<file path="config.mk">
export PLATFORM = sky130hd
export DESIGN_NAME = serial_deserializer
export DESIGN_NICKNAME = d
export VERILOG_FILES = /design/src/rtl/serial_deserializer.sv
export SDC_FILE = /design/constraint.sdc
export NUM_CORES = 1
export LEC_CHECK = 0
export CAP_MARGIN = 20
export CORE_MARGIN = 1.5
export CORE_UTILIZATION = 50
export DETAILED_ROUTE_END_ITERATION = 10
export PLACE_DENSITY = 0.76
export REMOVE_ABC_BUFFERS = 1
export SKIP_LAST_GASP = 1
export SLEW_MARGIN = 5
export SYNTH_ARGS = -nofsm -noshare
export SYNTH_HDL_FRONTEND = slang
export SYNTH_SLANG_ARGS = --single-unit
</file>
<file path="constraint.sdc">
create_clock -name clk -period 1.75 [get_ports clk]
set_input_delay 0.35 -clock clk [delete_from_list [all_inputs] [get_ports clk]]
set_output_delay 0.35 -clock clk [all_outputs]
set_load 0.05 [all_outputs]
</file>
<file path="src/rtl/serial_deserializer.sv">
// Serial-to-parallel deserializer with a double-buffered output register.
// Optional trailing even-parity bit per frame when DESER_PARITY_EN is defined.
module serial_deserializer #(
  parameter int N         = 8,
  parameter bit LSB_FIRST = 1'b0
) (
  input  logic         clk,
  input  logic         reset,
  input  logic         s_in,
  input  logic         s_valid,
  input  logic         s_start,
  output logic [N-1:0] m_data,
  output logic         m_valid,
  input  logic         m_ready,
  output logic         overrun,
  output logic         frame_err
`ifdef DESER_PARITY_EN
  ,
  output logic         parity_err
`endif
);

  localparam int CW = $clog2(N + 2);
`ifdef DESER_PARITY_EN
  localparam int FL = N + 1;
`else
  localparam int FL = N;
`endif

  typedef enum logic {IDLE, SHIFT} state_t;

  state_t         state, state_nx;
  logic [N-1:0]   sr, sr_nx, base, shifted, word, m_data_nx;
  logic [CW-1:0]  cnt, cnt_nx;
  logic           m_valid_nx, overrun_nx, frame_err_nx, done;
`ifdef DESER_PARITY_EN
  logic           parity_err_nx;
`endif

  always_comb begin
    state_nx     = state;
    sr_nx        = sr;
    cnt_nx       = cnt;
    m_data_nx    = m_data;
    m_valid_nx   = m_valid;
    overrun_nx   = 1'b0;
    frame_err_nx = 1'b0;
    done         = 1'b0;
    word         = shifted;
`ifdef DESER_PARITY_EN
    parity_err_nx = 1'b0;
`endif
    // A start bit always begins from an empty register.
    base    = s_start ? '0 : sr;
    shifted = LSB_FIRST ? {s_in, base[N-1:1]} : {base[N-2:0], s_in};

    if (m_valid && m_ready) m_valid_nx = 1'b0;

    case (state)
      IDLE: begin
        if (s_valid && s_start) begin
          sr_nx    = shifted;
          cnt_nx   = CW'(1);
          state_nx = SHIFT;
        end
      end
      SHIFT: begin
        if (s_valid) begin
          if (s_start) begin
            frame_err_nx = 1'b1;
            sr_nx        = shifted;
            cnt_nx       = CW'(1);
          end else if (cnt == CW'(FL - 1)) begin
            state_nx = IDLE;
            cnt_nx   = '0;
`ifdef DESER_PARITY_EN
            // Final bit is the parity bit; data bits are already in sr.
            word = sr;
            if (^{sr, s_in}) parity_err_nx = 1'b1;
            else             done          = 1'b1;
`else
            done = 1'b1;
`endif
          end else begin
            sr_nx  = shifted;
            cnt_nx = cnt + CW'(1);
          end
        end
      end
      default: state_nx = IDLE;
    endcase

    if (done) begin
      if (m_valid && !m_ready) begin
        overrun_nx = 1'b1;
      end else begin
        m_data_nx  = word;
        m_valid_nx = 1'b1;
      end
    end
  end

  always_ff @(posedge clk) begin
    if (reset) begin
      state     <= IDLE;
      sr        <= '0;
      cnt       <= '0;
      m_data    <= '0;
      m_valid   <= 1'b0;
      overrun   <= 1'b0;
      frame_err <= 1'b0;
`ifdef DESER_PARITY_EN
      parity_err <= 1'b0;
`endif
    end else begin
      state     <= state_nx;
      sr        <= sr_nx;
      cnt       <= cnt_nx;
      m_data    <= m_data_nx;
      m_valid   <= m_valid_nx;
      overrun   <= overrun_nx;
      frame_err <= frame_err_nx;
`ifdef DESER_PARITY_EN
      parity_err <= parity_err_nx;
`endif
    end
  end

endmodule

</file>
==> reports/metrics.yaml, run 1 <==
grt:
  overflow: 0
  grt_use_total_pct: 19.8
  grt_pass1_wl_um: 3220
  grt_pass1_vias: 756
  grt_max_degree: 17
  antenna_found_initial: 0
place:
  place_congestion: 0.764
  dpl.hpwl_um: 1440
  port_buffers: 16
synthesis:
  synthCells: 110
  synth_ff_type: "dfxtp_1"
  synth_area_leader_cell: "dfxtp_1"
  yosysMostFrequentCell: "dfxtp_1"
  yosysUniqueCellTypes: 28
  async_flop_share_pct: 0
  synth_area_leaders: "dfxtp_1 46%, mux2i_1 6.9%, nand3b_1 6.7%, a21oi_1 5.9%, nand3_1 5.0%"
  synth_area_per_cell_um2: 9.18
  yosys_warnings: 0
  synth_top_area_share_pct: 45.6
  synthTopCellsByCount: "23 x dfxtp_1, 12 x a21oi_1, 10 x nand3_1"
  synth_edf_count: 0
  synth_area_um2: 1010
  synth_seq_cells: 23
  seq_area_frac_synth_pct: 45.6
route:
  drt_iter0_markers: 15
  ant_nets: 0
  firstDrtPassIters: 6
  drt-vias-per-instance: 5.33
  wl_per_cell_um: 11.8
  via_count: 858
  drc: 0
  routed_wl_um: 1900
final_layout:
  n_fill_cell: 176
  final_nets: 142
  fin_util_pct: 65.8
  multi_input_area_um2: 510
  regArea_um2: 460
  antenna_cells: 0
  drive_gt1_share_pct: 20.9
  syn_to_final_growth_pct: 25.2
sta:
  fin_crit_ns: 1.55
  finalSetupViolations: 0
  fin_crit_sh_pct: 88.8
  relSlewSlack_pct: 65.7
  clock_skew_ns: 0.00372
  tightest_slew_ns: 0.512
  slew_violations: 0
  finalHoldViolCount: 0
  grt_setup_unrepaired: "false"
  fmax_mhz: 644
worst_setup_path:
  start_kind: "register"
  crit_fanout: 12
  worstPathRequired_ns: 1.99
  crit_path_cell_trace: "ha_1 -> nand3b_4 -> nor3_4 -> buf_12 -> mux2i_1"
  cp_data_arrival_time_ns: 1.80
  cp_slowest_stage_delay_ns: 0.40
  crit_slowest_cell: "dfxtp_1"
  cp-end-kind: "register"
  crit_type: "reg2reg"
  ff2ff_setup_slack_ns: 0.20
cts:
  cts-root-buf: "clkbuf_4"
  htree_levels: 1
  cts.clk_slew.worst_paths_ns: 0.13
  cts_sinks: 23
  cts_setup_buffers: 0
  cts_buffers: 3
  postCtsHoldBufs: 0
  tritoncts: "built"
  cts_resized: 0
  clk-insertion-delay-late_ns: 0.30
  cts.path.max_buffers: 2
status:
  outcome: "finished, final reports clean"
floorplan:
  die_height_um: 47.9
  rows: 16
  core_region_area_um2: 1920
  ios: 17
  die_w_um: 47.9
  start_util_pct: 52.5
  die_area_um2: 2300
power_and_ir_drop:
  ir_drop_v: 0.000469
  leakage_nw: 0.490
  power.density_nw_per_um2: 667
  p_total_w: 0.000843
run:
  cap_violations: 0
hold_path:
  min_path_type: "reg2reg"
## worst max-delay path: cells and delay by family, from the launching register on
family | cells | cell delay, ns
buffers and inverters | 1 | 0.15
and+or+nand+nor | 2 | 0.47
muxes | 1 | 0.18
adders and majority gates | 1 | 0.29
DFF | 1 | 0.40
## per-layer routing
metal	vias up	share of wire (%)	GRT usage (%)	wire (um)
li1	446	-	-	-
met1	396	51	27.1	968
met2	14	45	31.5	855
met3	2	3.2	3.40	61
met4	0	0.68	6.49	13
met5	-	0	0	0
## through the flow
| step | hold WS (ns) | setup slack [ns] | std cells | TNS [ns] | area [um^2] |
|---|---|---|---|---|---|
| floorplan | 0.419 | 0.318 | 104 | 0 | 982 |
| global placement | 0.444 | -0.00670 | 157 | -0.0243 | 1240 |
| detailed placement | 0.450 | -0.0411 | 157 | -0.0916 | 1240 |
| CTS | 0.468 | 0.167 | 161 | 0 | 1260 |
| global route | 0.494 | 0.0667 | 161 | 0 | 1260 |
| finish | 0.464 | 0.197 | 161 | 0 | 1260 |
## cell type report
| type | instances | area share, % |
|---|---|---|
| Multi-Input combinational cell | 78 | 40.4 |
| Clock inverter | 1 | 0.396 |
| Clock buffer | 3 | 1.78 |
| Sequential cell | 23 | 36.4 |
| Tap cell | 27 | 2.67 |
| Timing Repair Buffer | 26 | 17.4 |
| Inverter | 3 | 0.891 |
## registers in the layout, indices dropped and copies added (netlist names)
name       flops
cnt            4
frame_err      1
overrun        1
m_data         8
sr             7
m_valid        1
state          1
## layout by cell type (no fill, tap or decap)
cell	n
nor2_1	3
mux2i_1	7
o21ai_1	1
nand2b_1	1
and4bb_4	1
o21ai_0	9
nor2b_1	1
clkdlybuf4s50_1	5
clkinv_2	1
nand3b_1	9
nor3_4	1
nor4_1	1
or3b_1	1
nand3_1	10
a21oi_1	12
nand3b_4	1
clkinv_1	1
nand4b_1	1
inv_1	2
clkbuf_4	3
nand2_1	9
nor3b_1	1
ha_1	1
buf_12	1
dfxtp_1	23
nand4_1	2
o31ai_1	2
a31oi_1	1
and3b_1	2
a22oi_1	1
buf_4	20
## power breakdown
part           total [W]  leakage, nW  internal [W]  switching, W
clock network   0.000242       0.0177     0.0000851      0.000157
logic          0.0000657        0.287     0.0000317     0.0000340
registers       0.000536        0.186      0.000529    0.00000625
## kinds of logic after synthesis
logic type,after synthesis,share of synthesized area (%)
fa+ha+maj,1,1.24
simple gates,44,28.6
flops,23,45.6
compound gates,26,13.8
buf+inv,9,3.84
mux,7,6.94
## final timing paths
check,start,endpoint,cells past startpoint
worst min register to register,m_data[2],m_data[2],2
worst max-delay path,cnt[0],m_data[6],5
worst min-delay path,m_data[2],m_data[2],2
worst max register to register,cnt[0],m_data[6],5
No activity file was read; power rests on OpenSTA's default activity.
==> inputs of run 2 (changes only) <==
--- a/config.mk
+++ b/config.mk
@@ -10,9 +10,9 @@
 export CORE_UTILIZATION = 50
 export DETAILED_ROUTE_END_ITERATION = 10
 export PLACE_DENSITY = 0.76
-export REMOVE_ABC_BUFFERS = 1
 export SKIP_LAST_GASP = 1
 export SLEW_MARGIN = 5
 export SYNTH_ARGS = -nofsm -noshare
 export SYNTH_HDL_FRONTEND = slang
 export SYNTH_SLANG_ARGS = --single-unit
+export TNS_END_PERCENT = 10
==> run 2 against run 1 <==
  * Sequential power about the same
  * Hold slack better by 0.0045 ns
  * Clock skew shrank 0.0018 ns
  * Total power is 0.51% higher
  * Maximum frequency is 0.29% lower
  * First-iteration DRC count rose by 87%
  * Die area unchanged
  * Critical endpoint is now m_data[2]
  * Largest cell class unchanged
==> reports/metrics.yaml, run 2 (synthesis gave the netlist of run 1 again) <==
sta:
  finalHoldViolCount: 0
  fin_tns_setup_ns: 0
  finalSetupViolations: 0
  slew_violations: 0
  fin_crit_ns: 1.56
  relSlewSlack_pct: 76.1
  grt_setup_unrepaired: "false"
  tightest_slew_ns: 0.358
  fmax_mhz: 642
  fin_crit_sh_pct: 89.0
  clock_skew_ns: 0.00194
worst_setup_path:
  crit_type: "reg2reg"
  start_kind: "register"
  ff2ff_setup_slack_ns: 0.19
  crit_path_cell_trace: "ha_1 -> nand3b_4 -> nor3_4 -> buf_12 -> mux2i_1"
  crit_fanout: 12
  crit_slowest_cell: "dfxtp_1"
  rr_startpoint: "cnt[0]"
  cp_slowest_stage_delay_ns: 0.40
  worstPathRequired_ns: 2.00
  cp-end-kind: "register"
  ff2ff_path_depth: 5
  r2r-end: "m_data[2]"
  cp_data_arrival_time_ns: 1.80
route:
  firstDrtPassIters: 4
  via_count: 883
  drt_iter0_markers: 28
  routed_wl_um: 2080
  ant_nets: 0
  wl_per_cell_um: 12.8
  drc: 0
  drt-vias-per-instance: 5.45
floorplan:
  die_height_um: 47.9
  core_region_area_um2: 1920
  start_util_pct: 52.5
  rows: 16
  ios: 17
  die_w_um: 47.9
  die_area_um2: 2300
power_and_ir_drop:
  p_seq_share_pct: 63.1
  switching_share_pct: 23.5
  p_int_w: 0.000649
  clock_power_share_pct: 28.7
  leakage_nw: 0.496
  ir_drop_v: 0.000387
  switching_power_w: 0.000199
  p_comb_share_pct: 8.1
  power.density_nw_per_um2: 667
final_layout:
  final_area_um2: 1270
  final_cell_mix: "23 x dfxtp_1, 21 x buf_4, 12 x a21oi_1"
  n_fill_cell: 174
  fin_util_pct: 66.1
  top_regs: "m_data x8, sr x7, cnt x4"
  layout_commonest_cell: "dfxtp_1"
  drive_gt1_share_pct: 21.5
  syn_to_final_growth_pct: 25.9
  final_nets: 143
  regMostFlops: "m_data"
  largest_reg_flops: 8
  antenna_cells: 0
cts:
  cts_sinks: 23
  cts.clk_slew.worst_paths_ns: 0.13
  postCtsHoldBufs: 0
  htree_levels: 1
  cts_buffers: 3
  clk-insertion-delay-late_ns: 0.31
  tritoncts: "built"
  cts_resized: 0
  cts.path.max_buffers: 2
  cts-root-buf: "clkbuf_4"
  cts_setup_buffers: 0
hold_path:
  hold_start: "m_data[1]"
  min_path_type: "reg2reg"
  hold_end: "m_data[1]"
  holdPathStages: 2
place:
  place_congestion: 0.794
  placed_cell_area_um2: 1240
  port_buffers: 16
  dpl.hpwl_um: 1530
grt:
  grt_use_total_pct: 20.6
  overflow: 0
  use_met3_pct: 2.26
  grt.met2_usage_pct: 34.4
  top_usage_layer: "met2"
  grt_max_degree: 18
  grt_pass1_wl_um: 3330
  grt_pass1_vias: 796
  antenna_found_initial: 0
  use_met1_pct: 27.0
synthesis:
  syn_nets: 117
status:
  outcome: "finished, final reports clean"
run:
  cap_violations: 0
run 2: worst max-delay path, delay by kind of cell, from the launching register on:
family	cells	cell delay (ns)
multiplexers	1	0.18
flip-flops	1	0.40
AND/OR/NAND/NOR	2	0.47
buffers and inverters	1	0.15
adder cells (fa/ha/maj)	1	0.30
run 2: cell type report:
class                   instances  area (um^2)  share of cell area [%]
inverters                       3         11.3                   0.886
flip-flops and latches         23          460                    36.2
multi-input cells              78          510                    40.2
clock inverters                 1         5.00                   0.394
clock buffers                   3         22.5                    1.77
well taps                      27         33.8                    2.66
repair buffers                 27          228                    17.9
run 2: through the flow:
| step | worst slack (ns) | std cells | total power, W | hold WS, ns |
|---|---|---|---|---|
| after floorplan | 0.389 | 110 | 0.000580 | 0.450 |
| after global placement | 0.0415 | 158 | 0.000614 | 0.446 |
| after detailed placement | 0.00887 | 158 | 0.000615 | 0.456 |
| after CTS | 0.190 | 162 | 0.000859 | 0.475 |
| after global routing | 0.0828 | 162 | 0.000882 | 0.495 |
| final | 0.192 | 162 | 0.000847 | 0.469 |
run 2: worst max path at each step:
| stage | startpoint | to | slack [ns] | cells past startpoint |
|---|---|---|---|---|
| after detailed placement | s_start | m_data[6] | 0.009 | 5 |
| after global routing | cnt[0] | m_data[2] | 0.08 | 5 |
| after CTS | cnt[0] | m_data[6] | 0.19 | 5 |
| after floorplan | cnt[0] | m_data[1] | 0.39 | 4 |
| after global placement | s_start | sr[0] | 0.04 | 4 |
| final | cnt[0] | m_data[2] | 0.19 | 5 |
run 2: metal layers:
metal,vias up,wire [um],part of all wire (%)
met4,0,15,0.72
met1,415,986,47
li1,449,-,-
met5,-,0,0
met3,2,56,2.7
met2,17,1020,49
run 2: power groups by stage:
stage / logic [W] / clock network [W] / registers, W
6_report: 0.0000689 / 0.000243 / 0.000535
5_1_grt: 0.0000753 / 0.000270 / 0.000536
4_1_cts: 0.0000686 / 0.000255 / 0.000535
3_5_place_dp: 0.0000685 / 0 / 0.000547
3_3_place_gp: 0.0000672 / 0 / 0.000547
2_1_floorplan: 0.0000336 / 0 / 0.000547
==> inputs of run 3 (changes only) <==
--- a/config.mk
+++ b/config.mk
@@ -5,11 +5,11 @@
 export SDC_FILE = /design/constraint.sdc
 export NUM_CORES = 1
 export LEC_CHECK = 0
-export CAP_MARGIN = 20
 export CORE_MARGIN = 1.5
 export CORE_UTILIZATION = 50
 export DETAILED_ROUTE_END_ITERATION = 10
 export PLACE_DENSITY = 0.76
+export RECOVER_POWER = 50
 export SKIP_LAST_GASP = 1
 export SLEW_MARGIN = 5
 export SYNTH_ARGS = -nofsm -noshare
==> constraint.sdc (replaced) <==
create_clock -name clk -period 1.75 [get_ports clk]
set_input_delay 0.35 -clock clk [delete_from_list [all_inputs] [get_ports clk]]
set_output_delay 0.35 -clock clk [all_outputs]
set_load 0.02 [all_outputs]
==> run 3 against run 2 <==
  * Non-clock buffer count is 1 lower
  * Critical path depth is 4 lower
  * Via count is 0.11% lower
  * First-iteration DRC count is 61% lower
  * Die area stayed put
  * Final area is 0.98% higher
  * Global-route usage is 0.40 points higher
  * Largest cell class unchanged
  * Highest routed layer is now met3
==> reports/metrics.yaml, run 3 (synthesis gave the netlist of run 1 again) <==
worst_setup_path:
  crit_fanout: 1
  worstPathRequired_ns: 1.40
  path_buf_inv: 1
  crit_slowest_cell: "dlygate4sd3_1"
  ff2ff_path_depth: 5
  crit_type: "reg2out"
  ff2ff_setup_slack_ns: 0.18
  rr_startpoint: "cnt[0]"
  crit_family: "buffers and inverters"
  cp_data_arrival_time_ns: 1.30
  cp_slowest_stage_delay_ns: 0.67
  r2r-end: "m_data[1]"
  crit_path_cell_trace: "dlygate4sd3_1"
  start_kind: "register"
  cp-end-kind: "primary output"
grt:
  grt_pass1_vias: 780
  antenna_found_initial: 0
  grt_use_total_pct: 21.0
  use_met1_pct: 27.3
  overflow: 0
  grt_max_degree: 18
  use_met3_pct: 3.40
  grt.met2_usage_pct: 34.7
  top_usage_layer: "met2"
  grt_pass1_wl_um: 3370
cts:
  cts-root-buf: "clkbuf_4"
  clk-insertion-delay-late_ns: 0.31
  cts_resized: 0
  postCtsHoldBufs: 0
  cts_buffers: 3
  cts.path.max_buffers: 2
  cts.clk_slew.worst_paths_ns: 0.13
  cts_sinks: 23
  cts_setup_buffers: 0
  tritoncts: "built"
  htree_levels: 1
power_and_ir_drop:
  leakage_nw: 0.464
  ir_drop_v: 0.000450
  power.density_nw_per_um2: 657
sta:
  fin_crit_ns: 1.65
  slew_violations: 0
  relSlewSlack_pct: 74.7
  clock_skew_ns: 0.00376
  fmax_mhz: 605
  fin_crit_sh_pct: 94.5
  fin_tns_setup_ns: 0
  finalSetupViolations: 0
  grt_setup_unrepaired: "false"
  tightest_slew_ns: 0.380
  finalHoldViolCount: 0
final_layout:
  fin_cells: 161
  multi_input_area_um2: 510
  regArea_um2: 460
  final_cell_mix: "23 x dfxtp_1, 13 x clkdlybuf4s50_1, 12 x a21oi_1"
  antenna_cells: 0
  drive_gt1_share_pct: 11.2
  largest_reg_flops: 8
  final_nets: 142
  layout_commonest_cell: "dfxtp_1"
  syn_to_final_growth_pct: 27.1
  n_fill_cell: 179
  regMostFlops: "m_data"
  top_regs: "m_data x8, sr x7, cnt x4"
floorplan:
  ios: 17
  die_height_um: 47.9
  die_area_um2: 2300
  rows: 16
  die_w_um: 47.9
  core_region_area_um2: 1920
  start_util_pct: 52.5
place:
  place_congestion: 0.749
  dpl.hpwl_um: 1510
  dp.cells: 157
  port_buffers: 16
route:
  drt-vias-per-instance: 5.48
  ant_nets: 0
  firstDrtPassIters: 4
  drt_iter0_markers: 11
  via_count: 882
  drc: 0
  wl_per_cell_um: 12.9
  routed_wl_um: 2080
status:
  outcome: "finished, final reports clean"
hold_path:
  hold_end: "m_data[3]"
  hold_start: "m_data[3]"
  holdPathStages: 2
  min_path_type: "reg2reg"
run:
  cap_violations: 0
synthesis:
  syn_nets: 117
## run 3: per-layer routing
metal / vias to the layer above / wire [um] / share of wire (%)
met2: 21 / 1050 / 51
met5: - / 0 / 0
li1: 444 / - / -
met4: 0 / 0 / 0
met1: 417 / 971 / 47
met3: 0 / 55 / 2.6
## run 3: layout make-up
| type | instances | share of cell area (%) |
|---|---|---|
| Timing Repair Buffer | 26 | 18.7 |
| Multi-Input combinational cell | 78 | 39.8 |
| Clock inverter | 1 | 0.390 |
| Clock buffer | 3 | 1.75 |
| Tap cell | 27 | 2.63 |
| Inverter | 3 | 0.877 |
| Sequential cell | 23 | 35.9 |
## run 3: worst register-to-register path, stage by stage (launching register included)
cell and delay, ns:
dfxtp_1 0.40, ha_1 0.30, nand3b_4 0.21, nor3_4 0.27
buf_12 0.15, mux2i_1 0.18
## run 3: how the worst max path moves through the flow
stage / from / endpoint / slack, ns / cells past startpoint
3_3_place_gp: s_start / sr[0] / 0.04 / 4
4_1_cts: m_data[6] / m_data[6] / 0.11 / 1
2_1_floorplan: cnt[0] / m_data[1] / 0.39 / 4
3_5_place_dp: s_start / sr[0] / -0.006 / 4
6_report: frame_err / frame_err / 0.1 / 1
5_1_grt: s_start / sr[2] / 0.03 / 5
## run 3: per-stage QoR
stage	setup WS [ns]	area, um^2	total power (W)	hold WS, ns	utilization [%]
floorplan	0.389	1010	0.000580	0.450	-
global placement	0.0396	1260	0.000611	0.443	65.8
detailed placement	-0.00595	1260	0.000613	0.448	65.8
CTS	0.113	1290	0.000849	0.472	67.2
global route	0.0318	1280	0.000881	0.483	66.8
finish	0.0963	1280	0.000844	0.467	66.8
## run 3: where the power goes
| group | switching (W) | internal [W] | total (W) |
|---|---|---|---|
| clock | 0.000158 | 0.0000853 | 0.000243 |
| sequential | 0.00000646 | 0.000529 | 0.000536 |
| combinational | 0.0000340 | 0.0000310 | 0.0000650 |
| total | 0.000198 | 0.000646 | 0.000844 |
